<file path="config.mk">
export PLATFORM = sky130hd
export DESIGN_NAME = io_output_formatter_flat
export DESIGN_NICKNAME = d
export VERILOG_FILES = /design/src/rtl/io_output_formatter_if.sv /design/src/rtl/io_output_formatter.sv /design/src/flat_wrapper.sv
export SDC_FILE = /design/constraint.sdc
export NUM_CORES = 1
export LEC_CHECK = 0
export CAP_MARGIN = 30
export CORE_MARGIN = 4
export CORE_UTILIZATION = 55
export DETAILED_ROUTE_END_ITERATION = 6
export GPL_TIMING_DRIVEN = 0
export PLACE_DENSITY = 0.76
export SLEW_MARGIN = 0
export SYNTH_ARGS = -nofsm -noshare
export SYNTH_HDL_FRONTEND = slang
export SYNTH_SLANG_ARGS = --single-unit
</file>
<file path="constraint.sdc">
create_clock -name clk -period 2.66 [get_ports clk]
set_clock_uncertainty 0.15 [all_clocks]
set_input_delay 0.266 -clock clk [delete_from_list [all_inputs] [get_ports clk]]
set_output_delay 0.266 -clock clk [all_outputs]
set_load 0.1 [all_outputs]
</file>
<file path="src/rtl/io_output_formatter_if.sv">
// Output-device port of io_output_formatter: a four-phase rdy/ack handshake
// carrying one 5-bit device character per transfer.
interface io_output_formatter_if;
    logic       output_rdy_to_dev;
    logic       output_ack_from_dev;
    logic [4:0] output_data_to_dev;

    // Formatter side: offers characters and waits for the device to acknowledge.
    modport master (
        output output_rdy_to_dev,
        output output_data_to_dev,
        input  output_ack_from_dev
    );

    // Device side: takes characters and acknowledges them.
    modport slave (
        input  output_rdy_to_dev,
        input  output_data_to_dev,
        output output_ack_from_dev
    );
endinterface

</file>
<file path="src/rtl/io_output_formatter.sv">
// io_output_formatter: latches a sign+magnitude word on a start pulse. It then
// formats the word into 5-bit device characters: a sign character, then octal
// or BCD digits (MSB first), then a terminator. The characters are buffered in
// a small FIFO. The FIFO is drained to the device over a four-phase rdy/ack
// handshake.
// Optional build macro IO_LEADING_ZERO_SUPPRESS_EN: leading zero digits are
// dropped. The last digit is always emitted.
module io_output_formatter #(
    parameter int         DATA_W     = 36,
    parameter int         FIFO_DEPTH = 4,
    parameter logic [4:0] END_CODE   = 5'b00110
) (
    input  logic              clk,
    input  logic              resetn,
    input  logic              start_from_op,
    input  logic              abort_from_pnl,
    input  logic              oct_mode_from_pnl,
    input  logic              dec_mode_from_pnl,
    input  logic              stop_after_output_from_pnl,
    input  logic              sign_in,
    input  logic [DATA_W-1:0] data_in,
    output logic              busy_to_op,
    output logic              done_to_op,
    output logic              start_pulse_to_pu,
    io_output_formatter_if.master dev
);

    localparam int NDIG_OCT = DATA_W / 3;
    localparam int NDIG_DEC = DATA_W / 4;
    localparam int DIG_W    = $clog2(NDIG_OCT + 1);
    localparam int PTR_W    = (FIFO_DEPTH > 1) ? $clog2(FIFO_DEPTH) : 1;
    localparam int CNT_W    = $clog2(FIFO_DEPTH + 1);
    localparam logic [DIG_W-1:0] LAST_OCT = DIG_W'(NDIG_OCT - 1);
    localparam logic [DIG_W-1:0] LAST_DEC = DIG_W'(NDIG_DEC - 1);

    typedef enum logic [2:0] {F_IDLE, F_SIGN, F_NUM, F_END, F_DRAIN} f_state_t;
    typedef enum logic [1:0] {D_IDLE, D_RDY, D_ACK} d_state_t;

    f_state_t f_state_reg, f_state_next;
    d_state_t d_state_reg, d_state_next;

    logic              sign_reg;
    logic              oct_reg;
    logic [DATA_W-1:0] shift_reg;
    logic [DIG_W-1:0]  dig_cnt_reg;

    logic [4:0]        mem [FIFO_DEPTH];
    logic [PTR_W-1:0]  wr_ptr_reg, rd_ptr_reg;
    logic [CNT_W-1:0]  count_reg;
    logic [4:0]        data_reg;

    logic       clear;
    logic       mode_oct;
    logic       fifo_full, fifo_empty;
    logic       push_en, pop_en, digit_adv, drain_done, skip_digit;
    logic [4:0] push_data;
    logic [3:0] digit;
    logic       last_digit;

    // Abort is handled exactly like reset: the FIFO, both FSMs and busy are cleared.
    assign clear = !resetn || abort_from_pnl;

    // Octal wins whenever it is selected. Decimal is the fallback, so dec_mode only confirms it.
    assign mode_oct = oct_mode_from_pnl ? 1'b1 : (dec_mode_from_pnl ? 1'b0 : 1'b0);

    assign fifo_full  = (count_reg == CNT_W'(FIFO_DEPTH));
    assign fifo_empty = (count_reg == '0);

    // The current digit is always the top of the local shift copy. An octal
    // digit is zero-extended, so the char becomes {2'b10, d}.
    assign digit      = oct_reg ? {1'b0, shift_reg[DATA_W-1 -: 3]} : shift_reg[DATA_W-1 -: 4];
    assign last_digit = (dig_cnt_reg == (oct_reg ? LAST_OCT : LAST_DEC));

`ifdef IO_LEADING_ZERO_SUPPRESS_EN
    logic lz_reg;   // still inside the run of leading zeros
    assign skip_digit = lz_reg && (digit == 4'd0) && !last_digit;
`else
    assign skip_digit = 1'b0;
`endif

    // Formatter next-state and FIFO push: one character per cycle. Stall while the FIFO is full.
    always_comb begin
        f_state_next = f_state_reg;
        push_en      = 1'b0;
        push_data    = 5'd0;
        digit_adv    = 1'b0;
        drain_done   = 1'b0;
        case (f_state_reg)
            F_IDLE: if (start_from_op) f_state_next = F_SIGN;
            F_SIGN: if (!fifo_full) begin
                push_en      = 1'b1;
                push_data    = {4'b1111, sign_reg};
                f_state_next = F_NUM;
            end
            F_NUM: begin
                if (skip_digit) begin
                    digit_adv = 1'b1;
                end else if (!fifo_full) begin
                    push_en   = 1'b1;
                    push_data = {1'b1, digit};
                    digit_adv = 1'b1;
                    if (last_digit) f_state_next = F_END;
                end
            end
            F_END: if (!fifo_full) begin
                push_en      = 1'b1;
                push_data    = END_CODE;
                f_state_next = F_DRAIN;
            end
            F_DRAIN: if (fifo_empty && d_state_reg == D_IDLE) begin
                drain_done   = 1'b1;
                f_state_next = F_IDLE;
            end
            default: f_state_next = F_IDLE;
        endcase
    end

    // Formatter state register.
    always_ff @(posedge clk) begin
        if (clear) f_state_reg <= F_IDLE;
        else       f_state_reg <= f_state_next;
    end

    // Latch the word on start, then shift it left by one digit per digit consumed.
    always_ff @(posedge clk) begin
        if (!resetn) begin
            sign_reg    <= 1'b0;
            oct_reg     <= 1'b0;
            shift_reg   <= '0;
            dig_cnt_reg <= '0;
        end else if (f_state_reg == F_IDLE && start_from_op) begin
            sign_reg    <= sign_in;
            oct_reg     <= mode_oct;
            shift_reg   <= data_in;
            dig_cnt_reg <= '0;
        end else if (digit_adv) begin
            shift_reg   <= oct_reg ? (shift_reg << 3) : (shift_reg << 4);
            dig_cnt_reg <= dig_cnt_reg + DIG_W'(1);
        end
    end

`ifdef IO_LEADING_ZERO_SUPPRESS_EN
    // The leading-zero run ends at the first digit that is actually pushed.
    always_ff @(posedge clk) begin
        if (!resetn)                                  lz_reg <= 1'b1;
        else if (f_state_reg == F_IDLE)               lz_reg <= 1'b1;
        else if (f_state_reg == F_NUM && push_en)     lz_reg <= 1'b0;
    end
`endif

    // Device handshake next-state: offer the head, wait for ack, pop when ack is released.
    always_comb begin
        d_state_next = d_state_reg;
        pop_en       = 1'b0;
        case (d_state_reg)
            D_IDLE: if (!fifo_empty) d_state_next = D_RDY;
            D_RDY:  if (dev.output_ack_from_dev) d_state_next = D_ACK;
            D_ACK:  if (!dev.output_ack_from_dev) begin
                d_state_next = D_IDLE;
                pop_en       = 1'b1;
            end
            default: d_state_next = D_IDLE;
        endcase
    end

    // Device state register. The character register holds the head while rdy is up and is zero otherwise.
    always_ff @(posedge clk) begin
        if (clear) begin
            d_state_reg <= D_IDLE;
            data_reg    <= 5'd0;
        end else begin
            d_state_reg <= d_state_next;
            if (d_state_reg == D_IDLE && d_state_next == D_RDY) data_reg <= mem[rd_ptr_reg];
            else if (d_state_next != D_RDY)                    data_reg <= 5'd0;
        end
    end

    // Character storage (no reset: contents are only meaningful below the count).
    always_ff @(posedge clk) begin
        if (push_en) mem[wr_ptr_reg] <= push_data;
    end

    // FIFO pointers and occupancy. A simultaneous push and pop leaves the count unchanged.
    always_ff @(posedge clk) begin
        if (clear) begin
            wr_ptr_reg <= '0;
            rd_ptr_reg <= '0;
            count_reg  <= '0;
        end else begin
            if (push_en) wr_ptr_reg <= wr_ptr_reg + PTR_W'(1);
            if (pop_en)  rd_ptr_reg <= rd_ptr_reg + PTR_W'(1);
            case ({push_en, pop_en})
                2'b10:   count_reg <= count_reg + CNT_W'(1);
                2'b01:   count_reg <= count_reg - CNT_W'(1);
                default: count_reg <= count_reg;
            endcase
        end
    end

    assign busy_to_op             = (f_state_reg != F_IDLE);
    assign done_to_op             = drain_done && !clear;
    assign start_pulse_to_pu      = drain_done && !clear && !stop_after_output_from_pnl;
    assign dev.output_rdy_to_dev  = (d_state_reg == D_RDY);
    assign dev.output_data_to_dev = data_reg;

endmodule

</file>
<file path="src/flat_wrapper.sv">
// flat-port wrapper written by rule: the top's interface ports become plain ports
module io_output_formatter_flat 
#(
    parameter int         DATA_W     = 36,
    parameter int         FIFO_DEPTH = 4,
    parameter logic [4:0] END_CODE   = 5'b00110
)
  (clk, resetn, start_from_op, abort_from_pnl, oct_mode_from_pnl, dec_mode_from_pnl, stop_after_output_from_pnl, sign_in, data_in, busy_to_op, done_to_op, start_pulse_to_pu, dev_output_rdy_to_dev, dev_output_data_to_dev, dev_output_ack_from_dev);
  io_output_formatter_if dev_i ();
  input  logic clk;
  input  logic resetn;
  input  logic start_from_op;
  input  logic abort_from_pnl;
  input  logic oct_mode_from_pnl;
  input  logic dec_mode_from_pnl;
  input  logic stop_after_output_from_pnl;
  input  logic sign_in;
  input  logic [DATA_W-1:0] data_in;
  output logic busy_to_op;
  output logic done_to_op;
  output logic start_pulse_to_pu;
  output wire logic [$bits(dev_i.output_rdy_to_dev)-1:0] dev_output_rdy_to_dev;
  output wire logic [$bits(dev_i.output_data_to_dev)-1:0] dev_output_data_to_dev;
  input wire logic [$bits(dev_i.output_ack_from_dev)-1:0] dev_output_ack_from_dev;
  assign dev_output_rdy_to_dev = dev_i.output_rdy_to_dev;
  assign dev_output_data_to_dev = dev_i.output_data_to_dev;
  assign dev_i.output_ack_from_dev = dev_output_ack_from_dev;
  io_output_formatter #(.DATA_W(DATA_W), .FIFO_DEPTH(FIFO_DEPTH), .END_CODE(END_CODE)) u_core (.clk(clk), .resetn(resetn), .start_from_op(start_from_op), .abort_from_pnl(abort_from_pnl), .oct_mode_from_pnl(oct_mode_from_pnl), .dec_mode_from_pnl(dec_mode_from_pnl), .stop_after_output_from_pnl(stop_after_output_from_pnl), .sign_in(sign_in), .data_in(data_in), .busy_to_op(busy_to_op), .done_to_op(done_to_op), .start_pulse_to_pu(start_pulse_to_pu), .dev(dev_i));
endmodule
</file>
### Yosys cells after proc, flatten, opt, wreduce, memory -nomap -nowiden

Memory sizes are Yosys's and may differ from the RTL's. A register that Yosys moved wholly into a read port is not among the register bits.
Cells that the tools add are included.

| operators by class | value |
|---|---|
| add/sub/neg operators | 5 |
| equality and inequality tests | 18 |
| mux-type cells | 35 |
| bitwise operators | 1 |
| reduce and logical (&&, ||, !) cells | 19 |

Operators by type and width:

| cell | number |
|---|---|
| $mux W36 | 3 |
| $mux W3 | 7 |
| $mux W5 | 4 |
| $pmux W3 S5 | 1 |
| $pmux W5 S3 | 1 |
| $mux W2 | 6 |
| $mux W1 | 10 |
| $ne A2 B2 Y1 const B | 4 |
| $eq A2 B1 Y1 const B | 3 |
| $eq A3 B2 Y1 const B | 2 |
| $eq A3 B3 Y1 const B | 2 |
| $logic_not A3 Y1 | 2 |
| $ne A2 B1 Y1 const B | 3 |
| $pmux W2 S3 | 1 |
| $pmux W3 S2 | 1 |
| $reduce_and A6 Y1 | 1 |
| $reduce_bool A2 Y1 | 3 |
| $logic_and A1 B1 Y1 | 5 |
| $add A2 B1 Y2 const B | 2 |
| $add A4 B1 Y4 const B | 1 |
| $eq A2 B2 Y1 const B | 2 |
| $eq A4 B4 Y1 | 1 |
| $mux W4 | 1 |
| $add A3 B1 Y3 const B | 1 |
| other kinds (9) | 11 |

| word-level totals | value |
|---|---|
| register bits after elaboration | 59 |
| bits in writable memories | 20 |
| input bits | 45 |
| output and inout port bits | 9 |
| word-level logic and storage cells | 89 |
| memories | 1 |

Memories:

| name | depth | width | read ports | clocked after Yosys merged registers in | wr ports | RTL line | source |
|---|---|---|---|---|---|---|---|
| u_core.mem | 4 | 5 | 1 | 1 | 1 | io_output_formatter.sv:47 | `logic [4:0] mem [FIFO_DEPTH];` |

### Depth between registers and ports, before layout

| depth | value |
|---|---|
| depth in word-level cells | 6 |
| gate-level depth with buffers | 10 |
| mapped depth without buffers | 9 |

### Worst setup path before layout

Ideal clock, no wire load.

| path | value |
|---|---|
| path kind | register to output |
| start | reg u_core.f_state_reg[0] |
| end | out start_pulse_to_pu |
| arrival time | 3.777 ns |
| data required time | 2.244 ns |
| setup slack | -1.533 ns |
| cell stages (with the launch flop) | 4 |
| buffers on the path | 1 |
| path through | dfxtp_1 -> clkbuf_1 -> or2_2 -> nor4_1 |

| on the way | value |
|---|---|
| word-level cells in the longest chain between the ends | 4 |

Ends and longest elaborated chain:

| element | RTL line | source |
|---|---|---|
| start: declaration | io_output_formatter.sv:39 | `f_state_t f_state_reg, f_state_next;` |
| start signal: assignment | io_output_formatter.sv:121 | `else f_state_reg <= f_state_next;` |
| $eq A3 B3 Y1 | io_output_formatter.sv:88 | `case (f_state_reg)` |
| $mux W1 | io_output_formatter.sv:88 |  |
| $logic_and A1 B1 Y1 (2 in series) | io_output_formatter.sv:202 | `assign start_pulse_to_pu = drain_done && !clear && !stop_after_output_from_pnl;` |
| end: declaration | flat_wrapper.sv:21 | `output logic start_pulse_to_pu;` |

No other way between the ends.

### Final worst setup path

| path | value |
|---|---|
| start | reg u_core.d_state_reg[0] |
| end | out dev_output_rdy_to_dev |

| on the way | value |
|---|---|
| word-level cells in the longest chain between the ends | 1 |

Ends and longest elaborated chain:

| element | RTL line | source |
|---|---|---|
| start: declaration | io_output_formatter.sv:40 | `d_state_t d_state_reg, d_state_next;` |
| start signal: assignment | io_output_formatter.sv:172 | `d_state_reg <= d_state_next;` |
| $eq A2 B1 Y1 | io_output_formatter.sv:203 | `assign dev.output_rdy_to_dev = (d_state_reg == D_RDY);` |
| end: declaration | flat_wrapper.sv:22 | `output wire logic [$bits(dev_i.output_rdy_to_dev)-1:0] dev_output_rdy_to_dev;` |

No other way between the ends.

==> flow_summary.toml <==
[logic_synthesis]
dominant_combinational_cell_family_by_area_after_synthesis = "simple AND/OR/NAND/NOR gates"
number_of_flip_flops_and_latches_in_the_synthesized_netlist = 81
fraction_of_registers_with_async_set_reset_pct = 0
adder_cell_area_share_of_the_yosys_netlist_pct = 2.41
synthTopCellsByArea = "dfxtp_1 31%, edfxtp_1 15%, mux2i_1 8.6%"
synth.distinct_cells = 42
syn_nets = 466
synth_largest_area_cell = "dfxtp_1"
synthMuxAreaShare_pct = 12.1
synth-xor-area-share_pct = 2.22
postSynth.topFlopCell = "dfxtp_1"
seq_area_frac_synth_pct = 46.2
synth-edff-count = 20
area_fraction_in_compound_gates_after_synthesis_pct = 12.2
synthesis.instances = 414
post_synth_instance_area_mm2 = 0.00394
synth_common_cells = "61 x dfxtp_1, 47 x nand2_1, 38 x a21oi_1"
post_synth.cell_area_avg_um2 = 9.52
yosys_warnings = 0
cell_with_the_most_instances_after_synthesis = "dfxtp_1"
synth.top_cell.area_share_pct = 31.0
synth-simple-area-share_pct = 19.0

[power]
p_per_area_mw_per_mm2 = 524
finalPower_mw = 2.50
leakage_power_summed_over_all_cells_nw = 1.62
peakVddDrop_uv = 268

[sta]
rsz0062_at_grt = "no"
final_critical_path_setup_slack_ns = 0.173
post-route-min-period_ns = 2.49
final_max_slew_viol_count = 0
finalSetupTns_ns = 0
finalCritPeriodShare_pct = 93.5
final-hold-violation-count = 0
max_frequency_mhz = 402
maxSlewHeadroom_pct = 35.2
timing_worst_slew_pin_value_ns = 0.970
timing.final.setup_violations = 0

[outcome]
run_status = "completed"

[setup_path]
timing.critical_path.to_type = "output port"
worstReg2RegStart = "u_core.count_reg[2]$_SDFFE_PP0P_"
worst-r2r-cell-count = 9
worst-setup-path-type = "reg -> out"
worstPathMaxFanout = 5
setup.worst_path.start_class = "flop"
critical_path_required_ns = 2.24
reg2reg_slack_ns = 0.19
startpoint = "u_core.d_state_reg[0]$_SDFF_PP0_"
critical_path_arrival_ns = 2.07
r2r-end = "u_core.count_reg[2]$_SDFFE_PP0P_"

[cts]
clkSinkCount = 81
worst_skew_pair.late_latency_ns = 0.35
post_cts_buffers = 0
ctsRootBufferMaster = "clkbuf_8"
cts_made_buffers = 9
tritoncts_clock_tree = "done"
cts.htree.levels = 3
cts_hold_buffers = 0
worst_setup_hold_path_clk_slew_ns = 0.09
clk_path_buf_depth = 2

[place]
hpwl_um = 6100
placement_stage_worst_setup_slack_ns = -0.469
placed_cells_incl_taps = 562
place.port_buffers = 52
placed_area_mm2 = 0.00459
gp_routability_congestion = 0.819

[global_routing]
grt_max_degree = 17
grt_pass1_vias = 3041
groute.usage.overall_pct = 19.5
initial_antenna_violation_count = 0
globalRoute.totalOverflow = 0
grt_pass1_wl_um = 13500

[floorplan]
pin_count = 54
placeableCoreArea_mm2 = 0.00687
floorplan.initialDensity_pct = 57.4
die_outline_height_um = 92.7
floorplan.die.width_um = 92.7
row_count = 30
dieArea_mm2 = 0.00859

[drt]
viasPerCell = 5.39
wirelength_um = 7920
vias = 3116
final_antenna_violating_net_count = 0
iteration_0_drc_markers = 81
count_of_unresolved_drc_violations_after_routing = 0
dr.pass1.iters = 4
wl_per_cell_um = 13.7

[final_layout]
layout-area-overhead-vs-synth_pct = 21.0
layoutNonFillerInstCount = 578
final_std_cell_area_no_fill_mm2 = 0.00477
fraction_of_final_layout_cells_sized_beyond_drive_strength_1_pct = 13.7
fillCellCount = 559
largest_register_ff_count = 36
antenna-diode-count = 0
final_nets = 529

[hold_path]
hold_path_depth = 3
min-delay-start = "data_in[28]"
holdPathEnd = "u_core.shift_reg[28]$_SDFFE_PN0P_"
worst_hold_path_type = "in -> reg"

[run]
cap_violations = 0
-- cell type report --
type                    count  area, µm²  share of cell area (%)
clock buffers               9        124                    2.60
well taps                  96        120                    2.52
clock inverters             7       58.8                    1.23
flip-flops and latches     81       1820                    38.2
multi-input cells         293       1900                    39.8
plain buffers              31        199                    4.17
inverters                   9       33.8                   0.708
repair buffers             52        512                    10.7
-- layout by cell type, fill, tap and decap left out, drive strengths merged, types with 3 or more instances in the layout --
cell           synthesis  layout
dfxtp                 61      61
a21oi                 38      38
clkbuf                 8      17
inv                    9      13
nor2b                  4       4
xnor2                  6       6
nor2                  25      25
mux2i                 34      34
mux4                   5       5
nor3                  43      43
a31oi                  3       3
buf                   23      25
nand2                 49      49
ha                     6       6
clkdlybuf4s50          0      49
edfxtp                20      20
xor2                   4       4
and2                   5       5
o21ai                 34      34
a21boi                 5       5
nand3                  6       6
nor3b                  4       4
a22oi                  5       5
-- routing by layer --
layer  GRT usage [%]  wire (µm)
met2            36.0       4150
met4            7.33        107
met3            3.49        289
met5               0          0
met1            22.3       3380
-- where the power goes --
part	switching, mW	internal [mW]
logic	0.157	0.156
registers	0.0384	1.31
clock network	0.481	0.354
total	0.677	1.82
-- worst max-delay path, cell delays in order (launching register included) --
cell,delay [ns]
dfxtp_1,0.41
nor2b_1,0.17
clkdlybuf4s50_1,1.15
-- cell families (layout without fill, tap and decap cells) --
family	count (synthesis)	count (layout)
adder cells (fa/ha/maj)	7	7
AO/OA/AOI/OAI	88	88
multiplexers	41	41
AND/OR/NAND/NOR	147	147
flip-flops	81	81
buffers and inverters	40	108
XOR/XNOR	10	10
-- repair_timing --
action,in CTS,in global routing
hold endpoints to repair,0,0
endpoints found under the setup margin,3,3
gates resized for setup,14,2
pin swaps,0,0
-- metrics by stage --
step / util, % / hold WS [ns]
2_1_floorplan: - / 0.225
3_5_place_dp: 66.9 / 0.345
4_1_cts: 69.4 / 0.288
5_1_grt: 69.4 / 0.294
3_3_place_gp: 66.9 / 0.327
6_report: 69.4 / 0.293
-- how the worst max path moves through the flow --
stage	to	slack, ns	depth (start not counted)
finish	dev_output_rdy_to_dev	0.17	2
global route	u_core.count_reg[2]$_SDFFE_PP0P_	0.04	9
CTS	u_core.count_reg[2]$_SDFFE_PP0P_	0.003	9
detailed placement	start_pulse_to_pu	-0.47	5
global placement	start_pulse_to_pu	-0.47	5
floorplan	start_pulse_to_pu	-0.39	3
(Power assumes the default switching activity.)
